===== config.mk =====
export PLATFORM = sky130hd
export DESIGN_NAME = id_ex_stage
export DESIGN_NICKNAME = d
export VERILOG_FILES = /design/src/rtl/id_ex_stage.sv
export SDC_FILE = /design/constraint.sdc
export NUM_CORES = 1
export LEC_CHECK = 0
export ABC_AREA = 1
export BUFFER_PORTS_ARGS = -buffer_cell sky130_fd_sc_hd__buf_2
export CAP_MARGIN = 10
export CELL_PAD_IN_SITES_DETAIL_PLACEMENT = 1
export CELL_PAD_IN_SITES_GLOBAL_PLACEMENT = 1
export CORE_MARGIN = 4
export CORE_UTILIZATION = 30
export CTS_CLUSTER_SIZE = 16
export DETAILED_ROUTE_END_ITERATION = 8
export PLACE_DENSITY_LB_ADDON = 0.1
export SLEW_MARGIN = 20
export SYNTH_ARGS = -nofsm -noshare
export SYNTH_HDL_FRONTEND = slang
export SYNTH_SLANG_ARGS = --single-unit

===== constraint.sdc =====
create_clock -name CLK -period 1.2 [get_ports CLK]
set_input_delay 0.18 -clock CLK [delete_from_list [all_inputs] [get_ports CLK]]
set_output_delay 0.18 -clock CLK [all_outputs]
set_load 0.01 [all_outputs]

===== src/rtl/id_ex_stage.sv =====
// id_ex_stage: ID/EX pipeline register with load-use hazard detection.
// Optional feature macro: ID_EX_LOAD_USE_DETECT_EN. When it is defined, a load in EX
// whose destination is read by the valid instruction in ID raises load_use_stall.
// The same condition also loads a single bubble into EX. When the macro is undefined,
// load_use_stall is tied low and only flush inserts bubbles.
module id_ex_stage #(
  parameter int unsigned DATA_W = 32,
  parameter int unsigned RA_W   = 5
) (
  input  logic              CLK,
  input  logic              ID_EX_RST,
  input  logic              RegWrite_D,
  input  logic              MemRead_D,
  input  logic              MemWrite_D,
  input  logic              MemtoReg_D,
  input  logic              Branch_D,
  input  logic              Jump_D,
  input  logic              ALU_SrcA_D,
  input  logic              ALU_SrcB_D,
  input  logic              Jal_WB_D,
  input  logic              RegDst_D,
  input  logic [3:0]        ALUOp_D,
  input  logic [5:0]        opcode_D,
  input  logic [DATA_W-1:0] rs_data_D,
  input  logic [DATA_W-1:0] rt_data_D,
  input  logic [DATA_W-1:0] imm_D,
  input  logic [DATA_W-1:0] pc4_D,
  input  logic [RA_W-1:0]   rs_D,
  input  logic [RA_W-1:0]   rt_D,
  input  logic [RA_W-1:0]   rd_D,
  input  logic [RA_W-1:0]   shamt_D,
  input  logic              valid_D,
  input  logic              stall_in,
  input  logic              flush,
  output logic              RegWrite_E,
  output logic              MemRead_E,
  output logic              MemWrite_E,
  output logic              MemtoReg_E,
  output logic              Branch_E,
  output logic              Jump_E,
  output logic              ALU_SrcA_E,
  output logic              ALU_SrcB_E,
  output logic              Jal_WB_E,
  output logic [3:0]        ALUOp_E,
  output logic [5:0]        opcode_E,
  output logic [DATA_W-1:0] rs_data_E,
  output logic [DATA_W-1:0] rt_data_E,
  output logic [DATA_W-1:0] imm_E,
  output logic [DATA_W-1:0] pc4_E,
  output logic [RA_W-1:0]   rs_E,
  output logic [RA_W-1:0]   rt_E,
  output logic [RA_W-1:0]   rd_E,
  output logic [RA_W-1:0]   shamt_E,
  output logic              valid_E,
  output logic [RA_W-1:0]   dst_E,
  output logic              load_use_stall
);

  localparam logic [RA_W-1:0] LINK_REG = RA_W'(31);

  logic [RA_W-1:0] dstNext;
  logic            loadUseHit;
  logic            clearE;

  // Destination register: link register for jal, else rd or rt per RegDst.
  always_comb begin
    dstNext = rt_D;
    if (Jal_WB_D) begin
      dstNext = LINK_REG;
    end else if (RegDst_D) begin
      dstNext = rd_D;
    end
  end

`ifdef ID_EX_LOAD_USE_DETECT_EN
  // Load in EX feeding a valid ID consumer; register 0 never creates a hazard.
  always_comb begin
    loadUseHit = 1'b0;
    if (!ID_EX_RST && valid_E && MemRead_E && valid_D && (dst_E != '0) &&
        ((dst_E == rs_D) || (dst_E == rt_D))) begin
      loadUseHit = 1'b1;
    end
  end
`else
  assign loadUseHit = 1'b0;
`endif

  assign load_use_stall = loadUseHit;

  // Reset, flush and load-use bubble all leave EX holding an all-zero slot.
  assign clearE = ID_EX_RST | flush | loadUseHit;

  // Pipeline register: clear beats hold, and hold beats a normal load.
  always_ff @(posedge CLK) begin
    if (clearE) begin
      RegWrite_E <= 1'b0;
      MemRead_E  <= 1'b0;
      MemWrite_E <= 1'b0;
      MemtoReg_E <= 1'b0;
      Branch_E   <= 1'b0;
      Jump_E     <= 1'b0;
      ALU_SrcA_E <= 1'b0;
      ALU_SrcB_E <= 1'b0;
      Jal_WB_E   <= 1'b0;
      ALUOp_E    <= '0;
      opcode_E   <= '0;
      rs_data_E  <= '0;
      rt_data_E  <= '0;
      imm_E      <= '0;
      pc4_E      <= '0;
      rs_E       <= '0;
      rt_E       <= '0;
      rd_E       <= '0;
      shamt_E    <= '0;
      valid_E    <= 1'b0;
      dst_E      <= '0;
    end else if (!stall_in) begin
      RegWrite_E <= RegWrite_D;
      MemRead_E  <= MemRead_D;
      MemWrite_E <= MemWrite_D;
      MemtoReg_E <= MemtoReg_D;
      Branch_E   <= Branch_D;
      Jump_E     <= Jump_D;
      ALU_SrcA_E <= ALU_SrcA_D;
      ALU_SrcB_E <= ALU_SrcB_D;
      Jal_WB_E   <= Jal_WB_D;
      ALUOp_E    <= ALUOp_D;
      opcode_E   <= opcode_D;
      rs_data_E  <= rs_data_D;
      rt_data_E  <= rt_data_D;
      imm_E      <= imm_D;
      pc4_E      <= pc4_D;
      rs_E       <= rs_D;
      rt_E       <= rt_D;
      rd_E       <= rd_D;
      shamt_E    <= shamt_D;
      valid_E    <= valid_D;
      dst_E      <= dstNext;
    end
  end

endmodule

==> impl_metrics.py, run 1 <==
metrics = {
    "outcome": {
        "status": "finished clean",
    },
    "clock_tree": {
        "insertion_delay_ps": 420,
        "cts_tree": "yes",
        "clockRootBuffer": "clkbuf_16",
        "clk_pin_slew_ps": 70,
        "cts_max_path_buffers": 2,
        "cts.sinks": 173,
        "cts_resized": 0,
        "numCtsBuffers": 17,
        "htree_num_levels": 4,
    },
    "logic_synthesis": {
        "ys_seq_elements": 173,
        "synth_area_sq_um": 6200,
        "synth-xor-area-share_pct": 0,
        "netlist_top_cells_area": "dfxtp_1, nand2_1, a21oi_1, buf_6, buf_2",
        "synth-simple-area-share_pct": 22.4,
        "synth_top_area_cell": "dfxtp_1",
        "synth_top_family_by_area": "simple AND/OR/NAND/NOR gates",
        "avgSynthCellArea_sq_um": 7.99,
        "yosysSeqAreaShare_pct": 55.9,
        "synth_top_area_share_pct": 55.9,
        "synthCells": 776,
        "yosys-mux-area-fraction_pct": 0,
        "ys_types": 14,
        "synth-compound-area-share_pct": 13.5,
        "synth_fp_nets": 949,
        "ys_warn_count": 0,
        "synth_adder_area_share_pct": 0,
    },
    "sta": {
        "fin_setup_tns_ps": 0,
        "rsz0062_at_grt": "no",
        "hold_viol": 0,
        "holdWs_ps": 19.2,
        "finClkSkew_ps": 0,
        "max_freq_mhz": 901,
        "setup_viol": 0,
        "final_max_slew_viol_count": 0,
        "period_needed_ps": 1110,
        "fin_crit_sh_pct": 92.5,
    },
    "route": {
        "wl_microns": 24600,
        "vias_per_cell": 4.54,
        "drc": 0,
        "wire_per_inst_microns": 16.0,
        "initialDrtViolationCount": 187,
        "ant_nets": 0,
        "num_vias": 6976,
        "drt_pass1_iterations": 4,
    },
    "setup_path": {
        "crit_required_ps": 1020,
        "critPathMaxFanout": 2,
        "worstPathCellList": "buf_2",
        "crit_arrival_ps": 930,
        "critical_path.slowest_cell": "dfxtp_1",
        "max_stage_delay_ps": 350,
        "crit_buf_inv": 1,
        "start_kind": "flip-flop",
        "critical_path_class": "flip-flop to output port",
        "endpoint_kind": "output port",
        "path_delay_family": "flip-flops",
    },
    "die": {
        "start_util_pct": 30.5,
        "io_pins": 347,
        "die_w_microns": 152,
        "die_area_sq_um": 23000,
        "rows": 52,
        "die_y_microns": 152,
        "core-area_sq_um": 20300,
    },
    "global_routing": {
        "gr-usage-all-layers_pct": 20.6,
        "grt_max_degree": 80,
        "grt_overflow": 0,
        "grt_pass1_wl_microns": 37500,
        "antenna_found_initial": 2,
        "grt_pass1_vias": 7260,
    },
    "power": {
        "power_density_nw_per_um2": 1320,
        "ir_worst_vdd_v": 0.000915,
        "power_uw": 13500,
        "p_leak_uw": 0.00487,
    },
    "finish": {
        "nets": 1423,
        "area_delta_synth_final_pct": 65.1,
        "drive_gt1_share_pct": 32.1,
        "final_cell_area_sq_um": 10200,
        "finalNonFillerCells": 1535,
    },
    "place": {
        "place_inst": 1362,
        "dp_hpwl_microns": 16600,
        "gp_congestion": 0.751,
        "dpl-instance-area_sq_um": 8220,
        "portBuffers": 345,
    },
    "flow_run": {
        "cap_viol_max_count": 0,
    },
    "hold_path": {
        "hold_class": "input pin to flip-flop",
    },
}
[cell usage after synthesis, drive strengths merged]
library cell,number
dfxtp,173
clkbuf,3
inv,9
nand2,350
nand3,5
nor2,12
buf,55
a21oi,167
conb,1
nor3,1
[final cells by class]
cell class / count / area (sq um)
antenna: 2 / 5.00
clock buffer: 21 / 460
clock inverter: 11 / 158
fill: 2570 / 10100
inverter: 9 / 36.3
multi-input combinational: 536 / 2240
sequential: 173 / 3460
tap: 270 / 338
timing repair buffer: 513 / 3540
[path summary, 6_finish.rpt]
kind                   endpoint           from  cells past startpoint  slack [ps]
setup / recovery   rt_data_E[8]   rt_data_E[8]                      1          90
hold / removal          rt_E[0]        rt_D[0]                      3          20
setup reg to reg      imm_E[13]      imm_E[13]                      2         530
hold reg to reg   rs_data_E[16]  rs_data_E[16]                      2         460
[kinds of logic (layout without fill, tap and decap cells)]
group / Yosys count / count (layout)
compound gates: 167 / 167
buf+inv: 67 / 554
flops: 173 / 173
other cells: 1 / 3
simple gates: 368 / 368
[flip-flops by register name (all words and copies together), names as in the netlist, 6 cells and up]
signal / count
imm_E: 32
opcode_E: 6
rs_data_E: 32
rt_data_E: 32
pc4_E: 32
[metrics by stage]
step,worst slack (ps),util (%)
floorplan,318,-
CTS,55.6,50.3
global placement,144,40.5
global route,32.9,50.4
finish,90.4,50.4
detailed placement,99.3,40.5
[cell usage in the layout, fill, tap and decap left out, drive strengths merged, types with 2 or more instances in the layout]
cell         count
buf            374
nand2          350
dfxtp          173
a21oi          167
dlygate4sd3    139
clkbuf          21
nor2            12
inv             12
nand3            5
clkinvlp         4
bufinv           3
diode            2
[repair_timing]
action	4_1_cts	5_1_grt
setup buffers	0	0
setup endpoints to repair	0	0
endpoints found under the hold margin	138	1
hold buffers	138	1
[power breakdown]
part	switching (uW)	leakage [uW]	total, uW	internal (uW)
Clock	2360	0.000288	5780	3420
Combinational	845	0.00317	1740	895
Sequential	89.5	0.00141	6020	5930
Total	3290	0.00487	13500	10200
[metal layers]
metal / up-vias / part of all wire, % / global-route usage (%)
met5: - / 0 / 0
li1: 3416 / - / -
met2: 259 / 48 / 35.8
met4: 0 / 4.3 / 9.75
met1: 3233 / 38 / 22.4
met3: 68 / 9.1 / 7.47
Note: power is estimated with default switching activity, not from simulation.
==> run 2: changes to the inputs <==
ABC_AREA = not set   (was 1)
CORE_UTILIZATION = 33   (was 30)
SLEW_MARGIN = not set   (was 20)
==> impl_metrics.py, run 2 <==
metrics = {
    "logic_synthesis": {
        "async_flop_share_pct": 0,
        "avgSynthCellArea_sq_um": 11.3,
        "ys_warn_count": 0,
        "netlist_top_cells_area": "dfxtp_1, mux2i_1, nor2_1, buf_12, buf_8",
        "synth_fp_nets": 741,
        "ys_types": 14,
        "synthTopCellsByCount": "dfxtp_1, mux2i_1, nor2_1, buf_2, buf_12",
        "yosysSeqAreaShare_pct": 54.0,
        "synth_area_sq_um": 6420,
        "synthCells": 568,
        "synth_edf_count": 0,
        "ys_seq_elements": 173,
        "synth_top_area_share_pct": 54.0,
        "synthFlopType": "dfxtp_1",
        "synth_top_area_cell": "dfxtp_1",
    },
    "place": {
        "dpl-instance-area_sq_um": 8210,
        "dp_hpwl_microns": 15600,
        "gp_congestion": 0.745,
        "portBuffers": 345,
        "place_inst": 1146,
    },
    "sta": {
        "rsz0062_at_grt": "no",
        "hold_viol": 0,
        "finClkSkew_ps": 0,
        "max_freq_mhz": 901,
        "holdWs_ps": 13.4,
        "fin_crit_sh_pct": 92.5,
        "fin_setup_tns_ps": 0,
        "final_max_slew_viol_count": 0,
        "period_needed_ps": 1110,
        "setup_viol": 0,
    },
    "flow_run": {
        "cap_viol_max_count": 0,
    },
    "clock_tree": {
        "numCtsBuffers": 17,
        "cts_max_path_buffers": 2,
        "cts_resized": 0,
        "htree_num_levels": 4,
        "clk_pin_slew_ps": 70,
        "clockRootBuffer": "clkbuf_16",
        "insertion_delay_ps": 420,
        "cts.sinks": 173,
        "cts_tree": "yes",
    },
    "power": {
        "power_uw": 13400,
        "ir_worst_vdd_v": 0.000959,
        "power_density_nw_per_um2": 1320,
        "p_leak_uw": 0.00526,
    },
    "setup_path": {
        "start_kind": "flip-flop",
        "critPathMaxFanout": 2,
        "endpoint_kind": "output port",
        "crit_buf_inv": 1,
        "max_stage_delay_ps": 350,
        "critical_path_class": "flip-flop to output port",
        "crit_arrival_ps": 930,
        "crit_required_ps": 1020,
        "critical_path.slowest_cell": "dfxtp_1",
        "path_delay_family": "flip-flops",
        "worstPathCellList": "buf_2",
    },
    "finish": {
        "fillerInstances": 2168,
        "drive_gt1_share_pct": 37.7,
        "nets": 1217,
        "layout_commonest_cell": "buf_2",
        "final_cell_area_sq_um": 10200,
        "finalNonFillerCells": 1320,
        "final_cell_mix": "buf_2, dfxtp_1, mux2i_1",
        "area_delta_synth_final_pct": 59.1,
    },
    "route": {
        "wire_per_inst_microns": 17.3,
        "met1_length_microns": 8540,
        "num_vias": 5951,
        "ant_nets": 0,
        "wl_met2_microns": 12000,
        "drt_pass1_iterations": 4,
        "vias_per_cell": 4.51,
        "drc": 0,
        "wl_microns": 22900,
        "initialDrtViolationCount": 138,
        "wl_met3_microns": 1660,
        "dr.max_layer_used": "met5",
    },
    "die": {
        "die_w_microns": 147,
        "die_area_sq_um": 21700,
        "rows": 50,
        "core-area_sq_um": 18900,
        "io_pins": 347,
        "die_y_microns": 147,
        "start_util_pct": 34.0,
    },
    "global_routing": {
        "grt_max_degree": 81,
        "gr-usage-all-layers_pct": 20.6,
        "grt_overflow": 0,
        "grt_pass1_vias": 6618,
        "antenna_found_initial": 4,
        "grt_pass1_wl_microns": 35700,
    },
    "outcome": {
        "status": "finished clean",
    },
    "hold_path": {
        "hold_class": "input pin to flip-flop",
    },
}
[run 2: changes by cell type after synthesis, sizes merged, moves of 2 or more]
cell	delta
mux2i	+173
nand3	-5
a21oi	-167
nand2	-350
a221oi	+5
nor2	+157
inv	-4
buf	-15
clkbuf	-2
[run 2: power by group]
part	leakage, uW	internal, uW	switching, uW
Sequential	0.00141	5930	98.6
Combinational	0.00356	982	808
Clock	0.000285	3250	2370
Total	0.00526	10200	3270
[run 2: cell families (layout without fill, tap and decap cells)]
logic type             count (synthesis)  in the layout  synth area share, %
AND/OR/NAND/NOR                      170            170                 10.1
AO/OA/AOI/OAI                          5              5                 1.17
flip-flops                           173            173                 54.0
other                                  1              4               0.0584
buffers and inverters                 46            535                 7.70
multiplexers                         173            173                 27.0
[run 2: layer usage]
metal / vias to the layer above / GRT usage [%]
met4: 2 / 8.25
met1: 2823 / 21.2
met3: 44 / 6.90
met5: - / 0
met2: 250 / 38.3
li1: 2832 / -
[run 2: final timing paths]
check	startpoint	endpoint	slack, ps	cells past startpoint
setup reg to reg	imm_E[5]	imm_E[5]	470	2
setup / recovery	rd_E[2]	rd_E[2]	90	1
hold / removal	ALUOp_D[2]	ALUOp_E[2]	10	3
hold reg to reg	dst_E[4]	dst_E[4]	470	2
[run 2: cell type report]
cell class | count | area [sq um] | share of cell area (%)
flip-flops and latches | 173 | 3460 | 33.9
multi-input cells | 349 | 2460 | 24.1
diodes | 3 | 7.51 | 0.0735
clock buffers | 20 | 467 | 4.57
repair buffers | 498 | 3330 | 32.6
well taps | 260 | 325 | 3.19
inverters | 5 | 18.8 | 0.184
clock inverters | 12 | 135 | 1.32
[run 2: timing repair]
| item | CTS | global route |
|---|---|---|
| hold buffers | 139 | 0 |
| buffers inserted | 0 | 0 |
| hold endpoints to repair | 139 | 0 |
[run 2: per-stage QoR]
| step | setup slack, ps | utilization, % |
|---|---|---|
| 2_1_floorplan | 289 | - |
| 3_3_place_gp | 128 | 43.5 |
| 3_5_place_dp | 67.2 | 43.5 |
| 4_1_cts | 49.1 | 54.0 |
| 5_1_grt | 22.3 | 54.0 |
| 6_report | 90.0 | 54.0 |
